`src/rtl/vga_stream_tracker.sv`:
```
// Pixel-position tracker for the camera VGA stream: registered x/y with a pixel
// strobe, line/frame events, ROI and decimation flags, measured geometry and errors.
module vga_stream_tracker #(
  parameter int X_W       = 13,
  parameter int Y_W       = 13,
  parameter int FC_W      = 16,
  parameter int DEC_SHIFT = 0
) (
  input  logic            clk,
  input  logic            reset,
  input  logic            iVGA_HS,
  input  logic            iVGA_VS,
  input  logic            iVGA_BLANK_N,
  input  logic [X_W-1:0]  roi_x0,
  input  logic [X_W-1:0]  roi_x1,
  input  logic [Y_W-1:0]  roi_y0,
  input  logic [Y_W-1:0]  roi_y1,
  output logic [X_W-1:0]  x_count,
  output logic [Y_W-1:0]  y_count,
  output logic            pix_valid,
  output logic            dec_valid,
  output logic            roi_hit,
  output logic            line_end,
  output logic            frame_start,
  output logic            frame_end,
  output logic [FC_W-1:0] frame_count,
  output logic [X_W-1:0]  meas_width,
  output logic [Y_W-1:0]  meas_height,
  output logic            line_err,
  output logic            ovf_err
);

  typedef enum logic [1:0] {WAIT_VS, VBLANK, ACTIVE} state_t;

  localparam logic [X_W-1:0] X_DMASK = X_W'((32'd1 << DEC_SHIFT) - 32'd1);
  localparam logic [Y_W-1:0] Y_DMASK = Y_W'((32'd1 << DEC_SHIFT) - 32'd1);

  state_t         state_q, state_d;
  logic           act, act_q, act_d;
  logic [X_W-1:0] xc_q, xc_d, width_cur_q, width_cur_d;
  logic [Y_W-1:0] yc_q, yc_d;
  logic           first_done_q, first_done_d, any_pix_q, any_pix_d;
  logic           lerr_acc_q, lerr_acc_d, oerr_acc_q, oerr_acc_d;
  logic [X_W-1:0] sx0_q, sx0_d, sx1_q, sx1_d;
  logic [Y_W-1:0] sy0_q, sy0_d, sy1_q, sy1_d;

  logic [X_W-1:0]  x_count_q, x_count_d, meas_width_q, meas_width_d;
  logic [Y_W-1:0]  y_count_q, y_count_d, meas_height_q, meas_height_d;
  logic            pix_valid_q, pix_valid_d, dec_valid_q, dec_valid_d;
  logic            roi_hit_q, roi_hit_d, line_end_q, line_end_d;
  logic            frame_start_q, frame_start_d, frame_end_q, frame_end_d;
  logic [FC_W-1:0] frame_count_q, frame_count_d;
  logic            line_err_q, line_err_d, ovf_err_q, ovf_err_d;

  logic [Y_W-1:0] lines_v;
  logic [X_W-1:0] width_v;
  logic           le_v, oe_v, in_roi, dec_hit;

  assign act = iVGA_VS & iVGA_HS & iVGA_BLANK_N;

  // Evaluated on the live counters, which become x_count/y_count next cycle.
  assign in_roi  = (xc_q >= sx0_q) && (xc_q <= sx1_q) && (yc_q >= sy0_q) && (yc_q <= sy1_q);
  assign dec_hit = ((xc_q & X_DMASK) == '0) && ((yc_q & Y_DMASK) == '0);

  always_comb begin
    state_d       = state_q;
    act_d         = act;
    xc_d          = xc_q;
    yc_d          = yc_q;
    width_cur_d   = width_cur_q;
    first_done_d  = first_done_q;
    any_pix_d     = any_pix_q;
    lerr_acc_d    = lerr_acc_q;
    oerr_acc_d    = oerr_acc_q;
    sx0_d         = sx0_q;
    sx1_d         = sx1_q;
    sy0_d         = sy0_q;
    sy1_d         = sy1_q;
    x_count_d     = x_count_q;
    y_count_d     = y_count_q;
    pix_valid_d   = 1'b0;
    dec_valid_d   = 1'b0;
    roi_hit_d     = 1'b0;
    line_end_d    = 1'b0;
    frame_start_d = 1'b0;
    frame_end_d   = 1'b0;
    frame_count_d = frame_count_q;
    meas_width_d  = meas_width_q;
    meas_height_d = meas_height_q;
    line_err_d    = line_err_q;
    ovf_err_d     = ovf_err_q;
    lines_v       = yc_q;
    width_v       = width_cur_q;
    le_v          = lerr_acc_q;
    oe_v          = oerr_acc_q;

    case (state_q)
      WAIT_VS: begin
        if (!iVGA_VS) state_d = VBLANK;
      end
      VBLANK: begin
        if (iVGA_VS) begin
          state_d       = ACTIVE;
          frame_start_d = 1'b1;
          sx0_d         = roi_x0;
          sx1_d         = roi_x1;
          sy0_d         = roi_y0;
          sy1_d         = roi_y1;
          xc_d          = '0;
          yc_d          = '0;
          first_done_d  = 1'b0;
          any_pix_d     = 1'b0;
          lerr_acc_d    = 1'b0;
          oerr_acc_d    = 1'b0;
          line_err_d    = 1'b0;
          ovf_err_d     = 1'b0;
        end
      end
      ACTIVE: begin
        if (!iVGA_VS) begin
          state_d = VBLANK;
          // A line cut short by VS still counts toward height and the width check.
          if (act_q) begin
            if (yc_q == '1) oe_v = 1'b1;
            else            lines_v = yc_q + Y_W'(1);
            if (first_done_q) le_v = le_v | (xc_q != width_cur_q);
            else              width_v = xc_q;
          end
          if (any_pix_q) begin
            frame_end_d   = 1'b1;
            frame_count_d = frame_count_q + FC_W'(1);
            meas_height_d = lines_v;
            meas_width_d  = width_v;
            line_err_d    = le_v;
            ovf_err_d     = oe_v;
          end
        end else if (act) begin
          pix_valid_d = 1'b1;
          dec_valid_d = dec_hit;
          roi_hit_d   = in_roi;
          x_count_d   = xc_q;
          y_count_d   = yc_q;
          any_pix_d   = 1'b1;
          if (xc_q == '1) oerr_acc_d = 1'b1;
          else            xc_d = xc_q + X_W'(1);
        end else if (act_q) begin
          line_end_d = 1'b1;
          xc_d       = '0;
          if (yc_q == '1) oerr_acc_d = 1'b1;
          else            yc_d = yc_q + Y_W'(1);
          if (!first_done_q) begin
            width_cur_d  = xc_q;
            first_done_d = 1'b1;
          end else if (xc_q != width_cur_q) begin
            lerr_acc_d = 1'b1;
          end
        end
      end
      default: state_d = WAIT_VS;
    endcase
  end

  always_ff @(posedge clk) begin
    if (reset) begin
      state_q       <= WAIT_VS;
      act_q         <= 1'b0;
      xc_q          <= '0;
      yc_q          <= '0;
      width_cur_q   <= '0;
      first_done_q  <= 1'b0;
      any_pix_q     <= 1'b0;
      lerr_acc_q    <= 1'b0;
      oerr_acc_q    <= 1'b0;
      sx0_q         <= '0;
      sx1_q         <= '0;
      sy0_q         <= '0;
      sy1_q         <= '0;
      x_count_q     <= '0;
      y_count_q     <= '0;
      pix_valid_q   <= 1'b0;
      dec_valid_q   <= 1'b0;
      roi_hit_q     <= 1'b0;
      line_end_q    <= 1'b0;
      frame_start_q <= 1'b0;
      frame_end_q   <= 1'b0;
      frame_count_q <= '0;
      meas_width_q  <= '0;
      meas_height_q <= '0;
      line_err_q    <= 1'b0;
      ovf_err_q     <= 1'b0;
    end else begin
      state_q       <= state_d;
      act_q         <= act_d;
      xc_q          <= xc_d;
      yc_q          <= yc_d;
      width_cur_q   <= width_cur_d;
      first_done_q  <= first_done_d;
      any_pix_q     <= any_pix_d;
      lerr_acc_q    <= lerr_acc_d;
      oerr_acc_q    <= oerr_acc_d;
      sx0_q         <= sx0_d;
      sx1_q         <= sx1_d;
      sy0_q         <= sy0_d;
      sy1_q         <= sy1_d;
      x_count_q     <= x_count_d;
      y_count_q     <= y_count_d;
      pix_valid_q   <= pix_valid_d;
      dec_valid_q   <= dec_valid_d;
      roi_hit_q     <= roi_hit_d;
      line_end_q    <= line_end_d;
      frame_start_q <= frame_start_d;
      frame_end_q   <= frame_end_d;
      frame_count_q <= frame_count_d;
      meas_width_q  <= meas_width_d;
      meas_height_q <= meas_height_d;
      line_err_q    <= line_err_d;
      ovf_err_q     <= ovf_err_d;
    end
  end

  assign x_count     = x_count_q;
  assign y_count     = y_count_q;
  assign pix_valid   = pix_valid_q;
  assign dec_valid   = dec_valid_q;
  assign roi_hit     = roi_hit_q;
  assign line_end    = line_end_q;
  assign frame_start = frame_start_q;
  assign frame_end   = frame_end_q;
  assign frame_count = frame_count_q;
  assign meas_width  = meas_width_q;
  assign meas_height = meas_height_q;
  assign line_err    = line_err_q;
  assign ovf_err     = ovf_err_q;

endmodule
```
`config.mk`:
```
export PLATFORM = sky130hd
export DESIGN_NAME = vga_stream_tracker
export DESIGN_NICKNAME = d
export VERILOG_FILES = /design/src/rtl/vga_stream_tracker.sv
export SDC_FILE = /design/constraint.sdc
export NUM_CORES = 1
export LEC_CHECK = 0
export CORE_AREA = 2 2 169 171
export DETAILED_ROUTE_END_ITERATION = 6
export DIE_AREA = 0 0 171 173
export SETUP_SLACK_MARGIN = 0.02
export SLEW_MARGIN = 10
export SYNTH_ARGS = -nofsm -noshare
export SYNTH_HDL_FRONTEND = slang
export SYNTH_SLANG_ARGS = --single-unit
export TNS_END_PERCENT = 1
```
`constraint.sdc`:
```
create_clock -name clk -period 2.1 [get_ports clk]
set_input_delay 0.315 -clock clk [delete_from_list [all_inputs] [get_ports clk]]
set_output_delay 0.315 -clock clk [all_outputs]
set_load 0.02 [all_outputs]
```
## After elaboration in Yosys (flattened, before gate mapping)

Cells that the tools add are included.

- Output and inout port bits: 76
- Input port bits: 57
- Bits in registers: 173

- Reductions and logical operators: 23
- Bitwise operators: 7
- Add/sub/neg operators: 3
- Order comparisons: 4
- Eq/ne operators: 18
- Mux-type cells: 48

Operator list:

| cell | number |
|---|---|
| 13-bit two-way mux | 11 |
| 13-bit case mux with 2 select lines | 2 |
| 13-bit by 1-bit adder with 13-bit output, second input constant | 2 |
| 13-bit == test, second input constant | 2 |
| 13-bit >= comparator | 2 |
| 13-bit <= comparator | 2 |
| 1-bit two-way mux | 26 |
| 2-bit != test, second input constant | 10 |
| 16-bit by 1-bit adder with 16-bit output, second input constant | 1 |
| 4-bit AND reduction | 4 |
| 13-bit != test | 1 |
| 1-bit case mux with 2 select lines | 6 |
| 5-bit AND reduction | 2 |
| 3-bit != test, second input constant | 3 |
| 3-bit AND reduction | 3 |
| 4-bit OR reduction | 2 |
| 7-bit AND reduction | 1 |
| 3-bit OR reduction | 2 |
| 2-bit two-way mux | 2 |
| 1-bit inverter | 4 |
| 2-bit case mux with 2 select lines | 1 |
| 2-bit AND reduction | 2 |
| 2-bit OR reduction | 2 |
| 1-bit logical AND | 3 |
| 6 further kinds | 7 |

## Longest topological paths before layout

Gate-level depths: netlist (run 1).

- Depth in word-level cells: 7
- Depth in mapped cells: 9

## Least setup slack after synthesis (run 1)

No wires, ideal clock.

- Path type: register to register
- Start point: reg yc_q[0]
- End point: reg meas_height_q[5] (netlist: meas_height[5])
- Period minus slack after synthesis: 1916 ps
- Data required time: 2014 ps
- Arrival time: 1830 ps
- Path buffers: 1
- Path slack: 184 ps
- Library setup time: 86 ps
- Stages on the path, launching flop included: 9
- Path through: dfxtp_1 > ha_1 > and3_1 > and3_2 > a31oi_4 > buf_6 > nand2_1 > xor2_1 > a211oi_1

- Word-level cells in the longest chain between the ends: 3
- Elaborated cells on any way between the ends: 4
- Classes of those cells: 1 x add/sub; 1 x eq/ne; 2 x mux

Ends and longest elaborated chain:

| item | line | source |
|---|---|---|
| start: declaration | 41 | `logic [Y_W-1:0] yc_q, yc_d;` |
| start signal: assignment | 195 | `yc_q <= yc_d;` |
| 13-bit by 1-bit adder with 13-bit output or 13-bit == test (tied branches) | 125, 124 |  |
| 13-bit two-way mux * | n/a |  |
| 13-bit two-way mux * | 123 | `if (act_q) begin` |
| end signal: assignment | 215 | `meas_height_q <= meas_height_d;` |
| end: declaration | 48 | `logic [Y_W-1:0] y_count_q, y_count_d, meas_height_q, meas_height_d;` |

Mark *: on every way between the ends. The rest lies on a longest branch, timed or not.
A chain may end at the register's enable or synchronous reset.

## Worst setup path after layout (run 1)

- Start point: reg sy1_q[8]
- End point: reg roi_hit_q (netlist: roi_hit)

- Word-level cells in the longest chain between the ends: 2

Ends and longest elaborated chain:

| item | line | source |
|---|---|---|
| start: declaration | 45 | `logic [Y_W-1:0] sy0_q, sy0_d, sy1_q, sy1_d;` |
| start signal: assignment | 204 | `sy1_q <= sy1_d;` |
| 13-bit <= comparator | 62 | `assign in_roi = (xc_q >= sx0_q) && (xc_q <= sx1_q) && (yc_q >= sy0_q) && (yc_q <= sy1_q);` |
| 1-bit logical AND | 62 |  |
| end signal: assignment | 209 | `roi_hit_q <= roi_hit_d;` |
| end: declaration | 50 | `logic roi_hit_q, roi_hit_d, line_end_q, line_end_d;` |

No other way between the ends.

==> impl_results.md, run 1 <==
- Drt drc: 0
- Post-Syn Instances: 1022
- Antenna fix cells: 0
- Leakage power: 3.89 nW
- Mapped cell area: 8210 µm²
- Setup violations, final: 0
- WL per Instance: 14.7 µm
- Sequential area share after synthesis: 42.2%
- Final min period: 1.96 ns
- Worst reg2reg path depth: 7
- WL final: 23.0 mm
- Synth Register Bits: 173
- Routing usage on met2: 26.3%
- Post-synth EDFFs: 0
- GPL Wtd Cong: 0.855
- Max-capacitance violation count: 0
- Num Clock Sinks: 173
- Post-CTS setup buffers: 0
- Max-slew violation count: 0
- Util after Layout: 39.5%
- Die area: 29600 µm²
- Post-placement cell count: 1534
- Dominant cells by area after synthesis: dfxtp_1, nand2_1, ha_1
- Worst Path Required: 2.45 ns
- RSZ-0062 raised after global routing: yes
- Reg2reg start: sy1_q[8]
- Die Width: 171 µm
- Number of global-route vias before repair: 6990
- Run status: complete, no violations
- Initial antenna violation count: 0
- Final ANT Viol Nets: 0
- Sw Ratio: 24.2%
- Vias: 7322
- Routing usage on met1: 20.3%
- Number of port buffers: 132
- Area added between synthesis and finish: 33.1%
- Clock skew: 0.0103 ns
- Design area: 10900 µm²
- # hold bufs at CTS: 0
- Worst setup path start: sy1_q[8]
- Crit start category: register
- Top-count cell post-synth: nand2_1
- H-tree Lvls: 4
- Peak fanout along the critical path: 2
- Mean Syn Cell Area: 8.03 µm²
- GRT Resource Usage Total: 15.7%
- Kind of critical path: register to register
- CTS tree: built
- Clock buffer depth: 2
- Sequential power share: 48.0%
- Max Clk Rate: 0.510 GHz
- Ports: 133
- DR pass1 iterations: 5
- Final Power: 6.95 mW
- Core Region: 27600 µm²
- VDD IR max: 0.477 mV
- Post-DP HPWL: 17.1 mm
- Placed cell area: 10300 µm²
- Crit path capture: roi_hit
- Share of post-route cells with drive strength above 1: 10.3%
- Clock Root Buffer: clkbuf_16
- Logic pwr share: 6.4%
- Nets: 1287
- Synth top area share: 42.2%
- Via/cell ratio: 4.68
- Synth cell count leaders: nand2_1, dfxtp_1, a21oi_1
- Predominant post-synthesis flop cell: dfxtp_1
- Hold WC Path Type: primary input to register
- Height of the die: 173 µm
- Starting Density: 29.7%
- Clock transition at the registers of the reported paths: 0.08 ns
- Yosys top cell by area: dfxtp_1
- Actual slew at the worst max-slew pin: 0.461 ns
- DRC marker count from the first detailed-route iteration: 376
- Setup crit end kind: register
- Flop-to-flop setup slack: 0.14 ns
- Max FFs per register: 16
- Largest net degree at the start of global routing: 72
- Syn Nets: 1134
- Met3 GRT Util: 2.82%
- Final worst-path cycle share: 93.5%
- First-pass GRT wire length: 36.7 mm
- Inserted Clock Buffers: 17
- Layout Cells excl Fill: 1566
- Switching power total: 1.68 mW
- Worst Path Arrival: 2.32 ns
- Fin. Hold Viols: 0
- Rel. slew slack: 69.2%
- Clock share of power: 45.5%
- Synth cell types: 58
- Worst skew pair latency: 0.44 ns
- Ys async rst share: 0%
- Overflow after GRT: 0
- Power Density: 636 nW/µm²
- R2R Path End: roi_hit
- Row Count: 61
- Internal: 5.27 mW
- Synth Warn #: 0
- Busiest grt layer: met2
[cell type report]
cell class,instances,area [µm²]
Tap cell,378,473
Sequential cell,173,3470
Clock buffer,20,457
Clock inverter,12,125
Inverter,60,225
Timing Repair Buffer,199,1920
Multi-Input combinational cell,724,4260
Fill cell,2880,16700
[worst max-delay path, stage by stage, from the launching register on]
cell and delay (ns):
dfxtp_1 0.34, inv_1 0.05, ha_1 0.28, and3_1 0.17, a221o_1 0.34, a221oi_1 0.30
o21ai_0 0.16, a211oi_1 0.24
[power by group through the flow]
stage / sequential, mW / clock [mW] / combinational (mW)
after floorplan: 3.41 / 0 / 0.230
after global routing: 3.34 / 3.37 / 0.498
after CTS: 3.34 / 3.23 / 0.449
after detailed placement: 3.41 / 0 / 0.447
after global placement: 3.41 / 0 / 0.442
final: 3.34 / 3.17 / 0.447
[per-layer routing]
layer / up-vias / wire [µm]
met3: 28 / 738
met1: 3404 / 10700
li1: 3750 / -
met4: 0 / 414
met5: - / 0
met2: 140 / 11100
[cell families (layout without fill, tap and decap cells)]
logic type                 after synthesis  after routing  share of synthesized area [%]
xor gates and xnor gates                43             43                           4.59
adders and majority gates               55             55                           8.38
AOI/OAI and AO/OA                      214            214                           15.7
and+or+nand+nor                        398            398                           21.1
muxes                                   14             14                           1.71
DFF                                    173            173                           42.2
buffers and inverters                  125            291                           6.31
[what timing repair did]
item	CTS	global route
gates resized for setup	0	8
endpoints found under the hold margin	0	0
setup endpoints to repair	0	3
[metrics by stage]
| step | setup slack (ns) | TNS [ns] | hold slack, ns |
|---|---|---|---|
| after floorplan | 0.184 | 0 | 0.436 |
| after global placement | -0.00594 | -0.00594 | 0.443 |
| after detailed placement | -0.0252 | -0.0252 | 0.447 |
| after CTS | 0.112 | 0 | 0.256 |
| after global routing | -0.0174 | -0.0174 | 0.275 |
| final | 0.137 | 0 | 0.270 |
[layout by cell type, fill, tap and decap left out, types with 4 or more instances in the layout]
master	synthesis	routed
a211oi_1	29	28
a21o_1	5	5
a21oi_1	128	128
a31oi_1	7	7
and3_1	5	5
and4_1	5	5
buf_12	0	8
buf_4	5	60
clkbuf_16	0	17
clkdlybuf4s50_1	0	131
clkinv_4	0	4
dfxtp_1	173	171
ha_1	55	55
inv_1	60	60
inv_6	0	5
mux2i_1	14	14
nand2_1	221	220
nand3_1	21	21
nand4_1	14	14
nor2_1	82	81
nor3_1	17	16
nor4_1	5	4
o211ai_1	4	4
o21ai_0	19	17
or3_1	5	5
xnor2_1	24	24
xor2_1	19	19
[how the worst min path moves through the flow]
stage               cells past startpoint  slack, ns  startpoint         to
floorplan                               2       0.44   sx0_q[10]  sx0_q[10]
global placement                        2       0.44    sy1_q[1]   sy1_q[1]
detailed placement                      2       0.45    sy1_q[5]   sy1_q[5]
CTS                                     2       0.26       reset    yc_q[1]
global route                            2       0.28       reset   sy1_q[7]
finish                                  2       0.27       reset    yc_q[1]
Note: power is estimated with default switching activity, not from simulation.
==> run 2, diff against run 1 <==
Settings changed: GPL_TIMING_DRIVEN from default to 0, REMOVE_ABC_BUFFERS from default to 1.
==> run 2 against run 1 <==
Clock power rose by 2%. Combinational power fell by 4.9%. Maximum frequency fell by 2.4%. Sequential power barely moved. Non-clock buffer count fell by 51. Wire length fell by 3.5%. Largest power group unchanged. Count of clock-buffer cells in the layout fell by 1. Critical path depth did not move. Critical endpoint is now meas_height[3]. Die area did not move. First-iteration DRC count fell by 3.2%. Final cell count fell by 3.0%. Global-route usage fell by 0.70 points.
==> impl_results.md, run 2 (synthesis results as in run 1) <==
- Final worst-path cycle share: 95.8% (+2.3 points)
- Initial antenna violation count: 1 (+1)
- Crit-path cells: ha_4 -> and3_1 -> and3_2 -> a31oi_4 -> nand4_1 -> xnor2_1 -> a211oi_1
- Worst Path Arrival: 2.35 ns (+0.03 ns)
- Placed cell area: 9800 µm² (-5.0%)
- VDD IR max: 0.585 mV (+23%)
- Inserted Clock Buffers: 17 (unchanged)
- Final ANT Viol Nets: 0 (unchanged)
- Critical Path Max Stage Delay: 0.39 ns (+0.05 ns)
- Ports: 133 (unchanged)
- RSZ-0062 raised after global routing: yes
- Number of port buffers: 132 (unchanged)
- Worst hold slack: 0.250 ns (-0.0202 ns)
- GPL Wtd Cong: 0.817 (-4.5%)
- Peak fanout along the critical path: 8 (+6)
- Post-DP HPWL: 14.8 mm (-13%)
- Vias: 7142 (-2.5%)
- Leakage power: 3.67 nW (-5.6%)
- Design area: 10700 µm² (-2.4%)
- Share of post-route cells with drive strength above 1: 8.25% (-2.0 points)
- Final min period: 2.01 ns (+0.0493 ns)
- Setup crit end kind: register
- GRT Resource Usage Total: 15.0% (-0.70 points)
- Worst skew pair latency: 0.44 ns (about the same)
- CTS tree: built
- Max-slew violation count: 0 (unchanged)
- Hold WC Path Type: primary input to register
- CP top delay family: simple AND/OR/NAND/NOR gates
- Max FFs per register: 16 (unchanged)
- Via/cell ratio: 4.70 (+0.56%)
- DRC marker count from the first detailed-route iteration: 364 (-3.2%)
- Clock Root Buffer: clkbuf_16
- # hold bufs at CTS: 0 (unchanged)
- Number of global-route vias before repair: 6750 (-3.4%)
- Clock buffer depth: 2 (unchanged)
- Die area: 29600 µm² (unchanged)
- Max Clk Rate: 0.497 GHz (-2.4%)
- Max-capacitance violation count: 0 (unchanged)
- Core Region: 27600 µm² (unchanged)
- Row Count: 61 (unchanged)
- Fin. Hold Viols: 0 (unchanged)
- Setup violations, final: 0 (unchanged)
- H-tree Lvls: 4 (unchanged)
- Run status: complete, no violations
- Worst Path Required: 2.44 ns (about the same)
- Kind of critical path: register to register
- Area added between synthesis and finish: 29.8%
- Crit start category: register
- Rel. slew slack: 39.6% (-30 points)
- Die Width: 171 µm (unchanged)
- Num Clock Sinks: 173 (unchanged)
- WL per Instance: 14.6 µm (-0.51%)
- Drt drc: 0 (unchanged)
- Commonest non-fill, non-tap cell in the layout: nand2_1
- Crit path buffers/inverters: 0 (-1)
- Starting Density: 29.7% (unchanged)
- Power Density: 655 nW/µm² (+3.0%)
- WL final: 22.2 mm (-3.5%)
- First-pass GRT wire length: 35.3 mm (-4.0%)
- Height of the die: 173 µm (unchanged)
- DR pass1 iterations: 4 (-1)
- Fillers: 2866 (-0.49%)
- Clock skew: 0.0193 ns (+0.00905 ns)
- Most frequent cells in the layout: nand2_1, dfxtp_1, clkdlybuf4s50_1
- Clock transition at the registers of the reported paths: 0.07 ns (about the same)
- Overflow after GRT: 0 (unchanged)
- Slowest cell on crit path: dfxtp_4
- Largest net degree at the start of global routing: 111 (+54%)
- Nets: 1239 (-3.7%)
- Actual slew at the worst max-slew pin: 0.906 ns (+0.444 ns)
==> run 2: cell count changes in the layout (fill, tap and decap cells not counted), moves of 3 or more <==
| cell | previous run | this run |
|---|---|---|
| buf_12 | 8 | 4 |
| buf_4 | 60 | 10 |
| nor2_4 | 1 | 4 |
| dfxtp_4 | 0 | 4 |
| dfxtp_2 | 2 | 11 |
| dfxtp_1 | 171 | 158 |
==> run 2: worst paths after layout <==
kind | start | end | slack [ns] | cells past startpoint
min reg2reg | meas_height[8] | meas_height[8] | 0.45 | 2
max reg2reg | yc_q[1] | meas_height[3] | 0.09 | 7
min | reset | sy0_q[6] | 0.25 | 2
max | yc_q[1] | meas_height[3] | 0.09 | 7
==> run 2: area by class of cell <==
class	instances	area [µm²]	share of cell area [%]
well taps	378	473	4.44
inverters	60	225	2.11
clock buffers	19	443	4.15
flip-flops and latches	173	3490	32.8
repair buffers	148	1520	14.2
diodes	1	2.50	0.0235
clock inverters	13	155	1.46
multi-input cells	727	4350	40.8
==> run 2: per-layer routing <==
metal | vias to the layer above | wire length, µm | track usage, %
met5 | - | 0 | 0
met4 | 0 | 284 | 4.59
met3 | 19 | 1120 | 3.71
met2 | 125 | 9890 | 23.4
met1 | 3321 | 10900 | 20.3
li1 | 3677 | - | -
==> run 2: where the power goes <==
part | total, mW | switching [mW] | internal (mW) | leakage (nW)
Sequential | 3.34 | 0.0232 | 3.31 | 1.41
Combinational | 0.425 | 0.222 | 0.204 | 1.98
Clock | 3.22 | 1.41 | 1.82 | 0.288
==> run 2: metrics by stage <==
step           worst slack [ns]  util [%]  TNS (ns)  power, mW  cells
2_1_floorplan           -0.0813         -     -1.12       3.59    957
3_3_place_gp              -5.13      35.2   -572.03       3.81   1467
3_5_place_dp              -1.37      35.5    -59.97       3.83   1470
4_1_cts                 -0.0909      38.2   -0.0909       7.08   1513
5_1_grt                 -0.0356      38.6   -0.0356       7.27   1518
6_report                 0.0880      38.6         0       6.98   1519
==> run 2: what timing repair did <==
item | CTS | global route
buffers inserted | 8 | 5
resized for setup | 20 | 24
setup endpoints to repair | 83 | 44
cloned | 3 | 0
pin swaps | 4 | 6
